$ cat src/rtl/uart_cmd_pkg.sv
// Shared constants, state encoding and byte-classification helpers for the
// UART command parser.
package uart_cmd_pkg;

    localparam logic [7:0] CHR_S       = 8'h53;
    localparam logic [7:0] CHR_M       = 8'h4D;
    localparam logic [7:0] CHR_H       = 8'h48;
    localparam logic [7:0] CHR_R       = 8'h52;
    localparam logic [7:0] CHR_C       = 8'h43;
    localparam logic [7:0] CHR_I       = 8'h49;
    localparam logic [7:0] CHR_T       = 8'h54;
    localparam logic [7:0] CHR_CR      = 8'h0D;
    localparam logic [7:0] CHR_LF      = 8'h0A;
    localparam logic [7:0] CHR_ESC     = 8'h1B;
    localparam logic [7:0] CHR_0       = 8'h30;
    localparam logic [7:0] CHR_9       = 8'h39;
    localparam logic [7:0] CASE_OFFSET = 8'h20;

    typedef enum logic {
        ST_IDLE = 1'b0,
        ST_ARG  = 1'b1
    } state_t;

    // One bit per registered output pulse; at most one is set in any cycle.
    typedef struct packed {
        logic sec;
        logic min;
        logic hour;
        logic run;
        logic clear;
        logic special;
        logic valid;
        logic err;
    } pulse_t;

    function automatic logic is_digit(input logic [7:0] b);
        return (b >= CHR_0) && (b <= CHR_9);
    endfunction

    // Matches an upper-case letter or its lower-case form.
    function automatic logic is_letter(input logic [7:0] b, input logic [7:0] upper);
        return (b == upper) || (b == upper + CASE_OFFSET);
    endfunction

endpackage

$ cat src/rtl/uart_cmd_timeout.sv
// Inter-byte timeout counter: loads on each accepted byte, counts down while
// enabled, saturates at zero, and flags the cycle on which it would reach zero.
module uart_cmd_timeout
    import uart_cmd_pkg::*;
#(
    parameter int unsigned TIMEOUT_CYCLES = 100_000_000
) (
    input  logic clk,
    input  logic rst,
    input  logic load,
    input  logic enable,
    output logic expire
);

    localparam int unsigned TMR_W = $clog2(TIMEOUT_CYCLES + 1);
    localparam logic [TMR_W-1:0] LOAD_VAL = TMR_W'(TIMEOUT_CYCLES);
    localparam logic [TMR_W-1:0] LAST_VAL = TMR_W'(1);

    logic [TMR_W-1:0] tmr_q, tmr_d;

    // NOTE: every combinational output gets a default first so no path can
    // leave it unassigned and infer a latch.
    always_comb begin
        tmr_d = tmr_q;
        if (load) begin
            tmr_d = LOAD_VAL;
        end else if (enable && (tmr_q != '0)) begin
            tmr_d = tmr_q - 1'b1;
        end
    end

    // The count leaves 1 on the TIMEOUT_CYCLES-th idle cycle after a load.
    assign expire = enable && (tmr_q == LAST_VAL);

    // NOTE: state registers use non-blocking assignments so every flop samples
    // values from before the edge, independent of statement order.
    always_ff @(posedge clk) begin
        if (rst) begin
            tmr_q <= '0;
        end else begin
            tmr_q <= tmr_d;
        end
    end

endmodule

$ cat src/rtl/uart_cmd_parser.sv
// Decodes single-letter UART commands into one-cycle pulses and collects a
// BCD set-time argument terminated by CR/LF, with an inter-byte timeout.
module uart_cmd_parser
    import uart_cmd_pkg::*;
#(
    parameter int unsigned ARG_DIGITS     = 6,
    parameter int unsigned TIMEOUT_CYCLES = 100_000_000,
    parameter logic [7:0]  SET_CHAR       = CHR_T
) (
    input  logic                    clk,
    input  logic                    rst,
    input  logic [7:0]              data_in,
    input  logic                    ctrl_data,
    output logic                    uart_sec,
    output logic                    uart_min,
    output logic                    uart_hour,
    output logic                    uart_run,
    output logic                    uart_clear,
    output logic                    uart_special,
    output logic                    arg_valid,
    output logic [4*ARG_DIGITS-1:0] arg_data,
    output logic                    arg_err,
    output logic                    arg_busy
);

    localparam int unsigned ARG_W = 4 * ARG_DIGITS;
    localparam int unsigned CNT_W = $clog2(ARG_DIGITS + 1);
    localparam logic [CNT_W-1:0] CNT_FULL = CNT_W'(ARG_DIGITS);

    state_t           state_q, state_d;
    pulse_t           pulse_q, pulse_d;
    logic [CNT_W-1:0] cnt_q, cnt_d;
    logic [ARG_W-1:0] sreg_q, sreg_d;
    logic [ARG_W-1:0] arg_data_q, arg_data_d;
    logic             tmr_load;
    logic             tmr_expire;
    logic             abort;

    uart_cmd_timeout #(
        .TIMEOUT_CYCLES(TIMEOUT_CYCLES)
    ) u_timeout (
        .clk   (clk),
        .rst   (rst),
        .load  (tmr_load),
        .enable(state_q == ST_ARG),
        .expire(tmr_expire)
    );

    always_comb begin
        state_d    = state_q;
        pulse_d    = '0;
        cnt_d      = cnt_q;
        sreg_d     = sreg_q;
        arg_data_d = arg_data_q;
        tmr_load   = 1'b0;
        abort      = 1'b0;

        case (state_q)
            ST_IDLE: begin
                if (ctrl_data) begin
                    if (is_letter(data_in, SET_CHAR)) begin
                        state_d  = ST_ARG;
                        cnt_d    = '0;
                        sreg_d   = '0;
                        tmr_load = 1'b1;
                    end else begin
                        pulse_d.sec     = is_letter(data_in, CHR_S);
                        pulse_d.min     = is_letter(data_in, CHR_M);
                        pulse_d.hour    = is_letter(data_in, CHR_H);
                        pulse_d.run     = is_letter(data_in, CHR_R);
                        pulse_d.clear   = is_letter(data_in, CHR_C);
                        pulse_d.special = is_letter(data_in, CHR_I);
                    end
                end
            end

            ST_ARG: begin
                // A byte on the expiry cycle wins; the timeout is dropped.
                if (ctrl_data) begin
                    case (data_in)
                        CHR_CR, CHR_LF: begin
                            if (cnt_q == CNT_FULL) begin
                                pulse_d.valid = 1'b1;
                                arg_data_d    = sreg_q;
                                state_d       = ST_IDLE;
                            end else begin
                                abort = 1'b1;
                            end
                        end
                        CHR_ESC: abort = 1'b1;
                        default: begin
                            if (is_digit(data_in) && (cnt_q < CNT_FULL)) begin
                                sreg_d   = {sreg_q[ARG_W-5:0], data_in[3:0]};
                                cnt_d    = cnt_q + 1'b1;
                                tmr_load = 1'b1;
                            end else begin
                                abort = 1'b1;
                            end
                        end
                    endcase
                end else if (tmr_expire) begin
                    abort = 1'b1;
                end

                if (abort) begin
                    pulse_d.err = 1'b1;
                    state_d     = ST_IDLE;
                end
            end

            default: state_d = ST_IDLE;
        endcase
    end

    always_ff @(posedge clk) begin
        if (rst) begin
            state_q    <= ST_IDLE;
            pulse_q    <= '0;
            cnt_q      <= '0;
            sreg_q     <= '0;
            arg_data_q <= '0;
        end else begin
            state_q    <= state_d;
            pulse_q    <= pulse_d;
            cnt_q      <= cnt_d;
            sreg_q     <= sreg_d;
            arg_data_q <= arg_data_d;
        end
    end

    assign uart_sec     = pulse_q.sec;
    assign uart_min     = pulse_q.min;
    assign uart_hour    = pulse_q.hour;
    assign uart_run     = pulse_q.run;
    assign uart_clear   = pulse_q.clear;
    assign uart_special = pulse_q.special;
    assign arg_valid    = pulse_q.valid;
    assign arg_err      = pulse_q.err;
    assign arg_data     = arg_data_q;
    assign arg_busy     = (state_q == ST_ARG);

endmodule

$ cat config.mk
export PLATFORM = sky130hd
export DESIGN_NAME = uart_cmd_parser
export DESIGN_NICKNAME = d
export VERILOG_FILES = /design/src/rtl/uart_cmd_pkg.sv /design/src/rtl/uart_cmd_timeout.sv /design/src/rtl/uart_cmd_parser.sv
export SDC_FILE = /design/constraint.sdc
export NUM_CORES = 1
export LEC_CHECK = 0
export ABC_AREA = 0
export CORE_ASPECT_RATIO = 1.2
export CORE_MARGIN = 4
export CORE_UTILIZATION = 60
export CTS_BUF_LIST = sky130_fd_sc_hd__clkbuf_16
export DETAILED_ROUTE_END_ITERATION = 6
export GPL_TIMING_DRIVEN = 0
export HOLD_SLACK_MARGIN = 0.08
export PLACE_DENSITY = 0.92
export REMOVE_ABC_BUFFERS = 1
export SLEW_MARGIN = 20
export SYNTH_ARGS = -nofsm -noshare
export SYNTH_HDL_FRONTEND = slang
export SYNTH_SLANG_ARGS = --single-unit
export TNS_END_PERCENT = 50
$ cat constraint.sdc
create_clock -name clk -period 3.3 [get_ports clk]
set_input_delay 0.495 -clock clk [delete_from_list [all_inputs] [get_ports clk]]
set_output_delay 0.495 -clock clk [all_outputs]
set_load 0.02 [all_outputs]
==> qor.csv, run 1 <==
metric,value,unit
status,completed,
row_count,31,
clk_pin_slew,0.06,ns
worst_slew_pin_slew,0.974,ns
fp.dieH,94.6,µm
drive_gt1_share,11.0,%
crit_path_end_kind,flip-flop,
syn-instance-count,399,
wl_per_cell,16.2,µm
first_global_vias,2987,
worstSetupStartpointType,input port,
synth_area_leaders,"dfxtp_1, mux2i_1, a21oi_1",
slew_headroom,35.1,%
ys_dominant_reg_cell,dfxtp_1,
fin_ws,0.410,ns
fmax,0.346,GHz
gp_congestion,0.747,
syn_area,0.00375,mm²
synth_top_area_share,46.4,%
min_to,sreg_q[22],
p_per_area,490,mW/mm²
cts_buffers,9,
timing.rr.end,sreg_q[20],
crit_fanout,20,
synth_cell_type_count,59,
max-vdd-ir-drop,320,µV
rsz0062_at_grt,no,
async_flop_share,0,%
setup_viol_count_final,0,
p_leak,1.77,nW
dp_hpwl,5430,µm
core_region_area,0.00605,mm²
grt_overflow,0,
via_per_inst,6.06,
synth_seq_area_share,46.4,%
gr-max-usage-layer,met2,
cts_tree,built,
diodes,0,
pre_cts_ws,0.0795,ns
fp.dieW,80.2,µm
hp-class,flip-flop to flip-flop,
rrSetupSlack,0.47,ns
final_common_cell,dfxtp_1,
io_pins,44,
worst_clock_skew,0.0106,ns
grt_max_degree,44,
worstSetupPathType,input port to flip-flop,
io_buffers,43,
period_needed,2.89,ns
ys_ff_latch,87,
final_cell_mix,"dfxtp_1, clkdlybuf4s50_1, nor2_1, nand2_1",
drtPass1Iterations,4,
clkSinkCount,87,
fin_crit_sh,87.6,%
reg2regPathDepth,5,
synth-edff-count,0,
antenna_found_initial,0,
r2r-start,arg_busy,
layout.nets,447,
crit_required,3.56,ns
wl,8420,µm
yosys.area.top_type,dfxtp_1,
cp.arrival,3.15,ns
max_cap_viol_count,0,
synth.avg_cell_area,9.40,µm²
drt_drc_violations_left,0,
cts_htree_levels,3,
clk_latency,0.34,ns
cts_setup_buffers,0,
vias,3138,
postCtsResizedCells,0,
slew_violations,0,
hp-start,sreg_q[22],
postCtsHoldBufs,0,
cts-root-buf,clkbuf_16,
route.antenna.remaining_nets,0,
met1_usage,26.3,%
start_util,62.0,%
synth-warning-count,0,
use_met2,42.0,%
met3_usage,4.39,%
final_util,74.8,%
dieArea,0.00758,mm²
cts_buffer_depth,2,
drt_iter0_markers,220,
grt.total_usage,23.3,%
hold_viol_final,0,
area_growth,20.7,%
hold_depth,2,
grt_pass1_wl,13800,µm
==> metrics by stage <==
stage	total power [mW]	hold slack, ns	std cells	setup TNS, ns	area [µm²]
after floorplan	1.10	0.425	374	0	3620
after CTS	2.22	0.452	518	0	4520
after global placement	1.13	0.439	499	-21.62	4150
after global routing	2.28	0.466	518	0	4520
final	2.21	0.457	518	0	4520
after detailed placement	1.14	0.443	502	0	4200
==> final cells by class <==
type,count,area [µm²]
Clock buffer,9,225
Tap cell,82,103
Inverter,6,22.5
Timing Repair Buffer,46,468
Multi-Input combinational cell,281,1860
Sequential cell,87,1740
Fill cell,426,1530
Clock inverter,7,101
==> worst max-delay path by stage <==
stage | start | endpoint | slack, ns | cells after the start
after CTS | arg_busy | sreg_q[20] | 0.1 | 5
after global routing | data_in[4] | sreg_q[9] | 0.22 | 6
after detailed placement | arg_busy | sreg_q[13] | 0.08 | 5
after floorplan | arg_busy | cnt_q[0] | 0.56 | 5
final | data_in[4] | sreg_q[20] | 0.41 | 6
after global placement | arg_busy | cnt_q[0] | -0.43 | 5
==> layer usage <==
layer  routed length [µm]  vias to the layer above  share of wire (%)
li1                     -                     1525                  -
met4                  202                        0                2.4
met3                  307                       22                3.6
met5                    0                        -                  0
met1                 3460                     1525                 41
met2                 4450                       66                 53
==> synth_stat cells (5+ instances only) <==
cell type and instances:
dfxtp_1 87, nor2_1 34, nand2_1 30, a21oi_1 27
mux2i_1 27, nand3_1 23, clkbuf_1 19, o31ai_1 14
or4_1 14, or3_1 12, a31oi_1 9, nor3_1 9
a21oi_2 8, inv_1 6, o21ai_1 6, or2_2 6
a22o_1 5, ha_1 5
==> where the power goes <==
group / internal (mW) / switching (mW)
clock network: 0.671 / 0.431
logic: 0.0238 / 0.0375
registers: 1.05 / 0.00119
total: 1.75 / 0.470
==> cells by family (layout without fill, tap and decap cells) <==
family	count (synthesis)	after routing	synth area share (%)
xor+xnor	4	4	0.934
flops	87	87	46.4
compound gates	84	84	15.7
simple gates	161	161	24.0
mux	27	27	7.21
buf+inv	31	68	4.10
fa+ha+maj	5	5	1.67
==> state kept, by name, summed over array words and instances, names as in the netlist <==
signal           flops
arg_valid            1
uart_special         1
sreg_q              24
uart_run             1
uart_clear           1
arg_data            24
u_timeout.tmr_q     27
uart_min             1
arg_busy             1
uart_hour            1
arg_err              1
cnt_q                3
uart_sec             1
==> worst max-delay path, cell delays in order <==
cell	delay, ns
clkdlybuf4s50_1	0.60
nand4bb_1	0.18
nor4_2	0.77
nand2b_1	0.71
nand3_1	0.17
a21oi_1	0.21
Note: power is estimated with default switching activity, not from simulation.
==> run 2, diff against run 1 <==
CORE_UTILIZATION = 40   (was 60)
DONT_BUFFER_PORTS = 1   (was not set)
PLACE_DENSITY = 0.61   (was 0.92)
==> run 2 against run 1 <==
- clock-buffer cell count unchanged
- utilization shrank 29 points
- die area is 45% higher
- sequential power barely moved
- via count is 8.3% lower
- maximum frequency is 2.4% higher
- first-iteration DRC count is 39% lower
- setup slack gained 0.069 ns
- critical endpoint is now sreg_q[15]
- largest cell class unchanged
- highest routed layer unchanged
==> qor.csv, run 2 (synthesized netlist as in run 1, its figures left out) <==
metric,value,unit,change
cts_htree_levels,3,,unchanged
whs,0.222,ns,-0.235 ns
cts_buffers,9,,unchanged
slew_violations,0,,unchanged
pwr-share-comb,1.4,%,-1.4 points
max_cap_viol_count,0,,unchanged
antenna_found_initial,0,,unchanged
p_per_area,508,mW/mm²,+3.7%
tns,0,ns,unchanged
placedCellCount,497,,-1.0%
crit_path_end_kind,flip-flop,,
gp_congestion,0.751,,+0.56%
fin_crit_sh,85.5,%,-2.1 points
via_per_inst,5.61,,-7.4%
diodes,0,,unchanged
p_int,1.65,mW,-5.4%
postCtsResizedCells,0,,unchanged
grt_overflow,0,,unchanged
crit_fanout,30,,+50%
vias,2878,,-8.3%
drive_gt1_share,11.7,%,+0.70 points
clkSinkCount,87,,unchanged
rrSetupSlack,0.48,ns,about the same
drtPass1Iterations,4,,unchanged
dp_hpwl,5050,µm,-7.1%
r2r-start,arg_busy,,
status,completed,,
hold_viol_final,0,,unchanged
fmax,0.354,GHz,+2.4%
final_cell_mix,"dfxtp_1, nor2_1, nand2_1, a21oi_1, mux2i_1",,
setup_viol_count_final,0,,unchanged
row_count,38,,+23%
postCtsHoldBufs,0,,unchanged
wl,7740,µm,-8.0%
cts_buffer_depth,2,,unchanged
cts_tree,built,,
fp.dieH,114,µm,+21%
clk_pin_slew,0.07,ns,about the same
min_to,arg_valid,,
top_register,u_timeout.tmr_q,,
reg2regPathDepth,5,,unchanged
dieArea,0.0110,mm²,+45%
area_growth,9.78,%,
layout.nets,404,,-9.6%
io_buffers,0,,-100%
core_region_area,0.00908,mm²,+50%
cts_setup_buffers,0,,unchanged
crit_chain,"nand2_1, nor4_2, nand2b_1, nand3_1, a21oi_1",,
fp.dieW,96.4,µm,+20%
first_global_vias,2795,,-6.4%
route.antenna.remaining_nets,0,,unchanged
stdcell_count,513,,-0.97%
hold_depth,1,,-1
start_util,41.3,%,-21 points
crit_required,3.56,ns,about the same
grt_pass1_wl,13300,µm,-3.8%
wl_per_cell,15.1,µm,-7.1%
hp-start,rst,,
cp.arrival,3.08,ns,-0.07 ns
hp-class,input port to flip-flop,,
swShare,21.0,%,-0.23 points
period_needed,2.82,ns,-0.0687 ns
cp_slowest_cell,dfxtp_2,,
fin_ws,0.479,ns,+0.0687 ns
worst_clock_skew,0.00603,ns,-0.00456 ns
sequentialPowerShare,50.3,%,+2.8 points
pre_cts_ws,0.444,ns,+0.365 ns
worstSetupPathType,flip-flop to flip-flop,,
slew_headroom,32.6,%,-2.5 points
p_sw,0.438,mW,-6.7%
largest_reg_flops,27,,unchanged
grt_max_degree,64,,+45%
final_common_cell,dfxtp_1,,
max-vdd-ir-drop,211,µV,-34%
power.share.clock,48.3,%,-1.4 points
io_pins,44,,unchanged
p_leak,1.62,nW,-8.9%
cts-root-buf,clkbuf_16,,
timing.rr.end,sreg_q[15],,
critical-path-max-stage-delay,0.81,ns,+0.04 ns
final_util,45.3,%,-29 points
grt.total_usage,15.1,%,-8.2 points
drt_iter0_markers,134,,-39%
worst_slew_pin_slew,1.01,ns,+0.0371 ns
worstSetupStartpointType,flip-flop,,
clk_latency,0.34,ns,about the same
rsz0062_at_grt,no,,
drt_drc_violations_left,0,,unchanged
run 2: cell count changes in the layout (fill, tap and decap cells not counted):
cell | previous run | this run
bufinv_16 | 2 | 1
inv_8 | 0 | 1
clkdlybuf4s50_1 | 42 | 0
buf_2 | 1 | 0
clkinv_1 | 0 | 1
clkinv_2 | 0 | 2
inv_6 | 3 | 1
clkinvlp_4 | 2 | 1
run 2: worst max path at each step:
stage	slack, ns	depth (start not counted)	to	start
floorplan	0.56	5	cnt_q[0]	arg_busy
global placement	-0.76	5	cnt_q[0]	arg_busy
detailed placement	0.44	5	sreg_q[9]	arg_busy
CTS	0.40	5	sreg_q[17]	arg_busy
global route	0.15	5	sreg_q[6]	arg_busy
finish	0.48	5	sreg_q[15]	arg_busy
run 2: power groups by stage:
stage / sequential (mW) / combinational (mW) / clock, mW
6_report: 1.05 / 0.0286 / 1.01
5_1_grt: 1.05 / 0.0321 / 1.08
4_1_cts: 1.05 / 0.0291 / 1.03
3_5_place_dp: 1.08 / 0.0290 / 0
3_3_place_gp: 1.08 / 0.0284 / 0
2_1_floorplan: 1.08 / 0.0233 / 0
run 2: metal layers:
metal	vias up	wire length, µm	track usage [%]
met5	-	0	0
met1	1387	3430	18.0
met2	43	3840	25.8
li1	1439	-	-
met3	9	368	4.47
met4	0	102	4.77
run 2: worst max-delay path, delay by kind of cell, from the launching register on:
| family | cells | cell delay, ns |
|---|---|---|
| flip-flops | 1 | 0.81 |
| AO/OA/AOI/OAI | 1 | 0.19 |
| AND/OR/NAND/NOR | 4 | 1.75 |
run 2: cell type report:
type	count	area, µm²
Tap cell	120	150
Multi-Input combinational cell	281	1860
Inverter	6	22.5
Clock inverter	7	71.3
Timing Repair Buffer	3	42.5
Fill cell	865	4960
Sequential cell	87	1740
Clock buffer	9	225
run 2: metrics by stage:
stage	power [mW]	instance area, µm²
floorplan	1.10	3620
global placement	1.10	3770
detailed placement	1.10	3820
CTS	2.11	4120
global route	2.17	4120
finish	2.09	4120
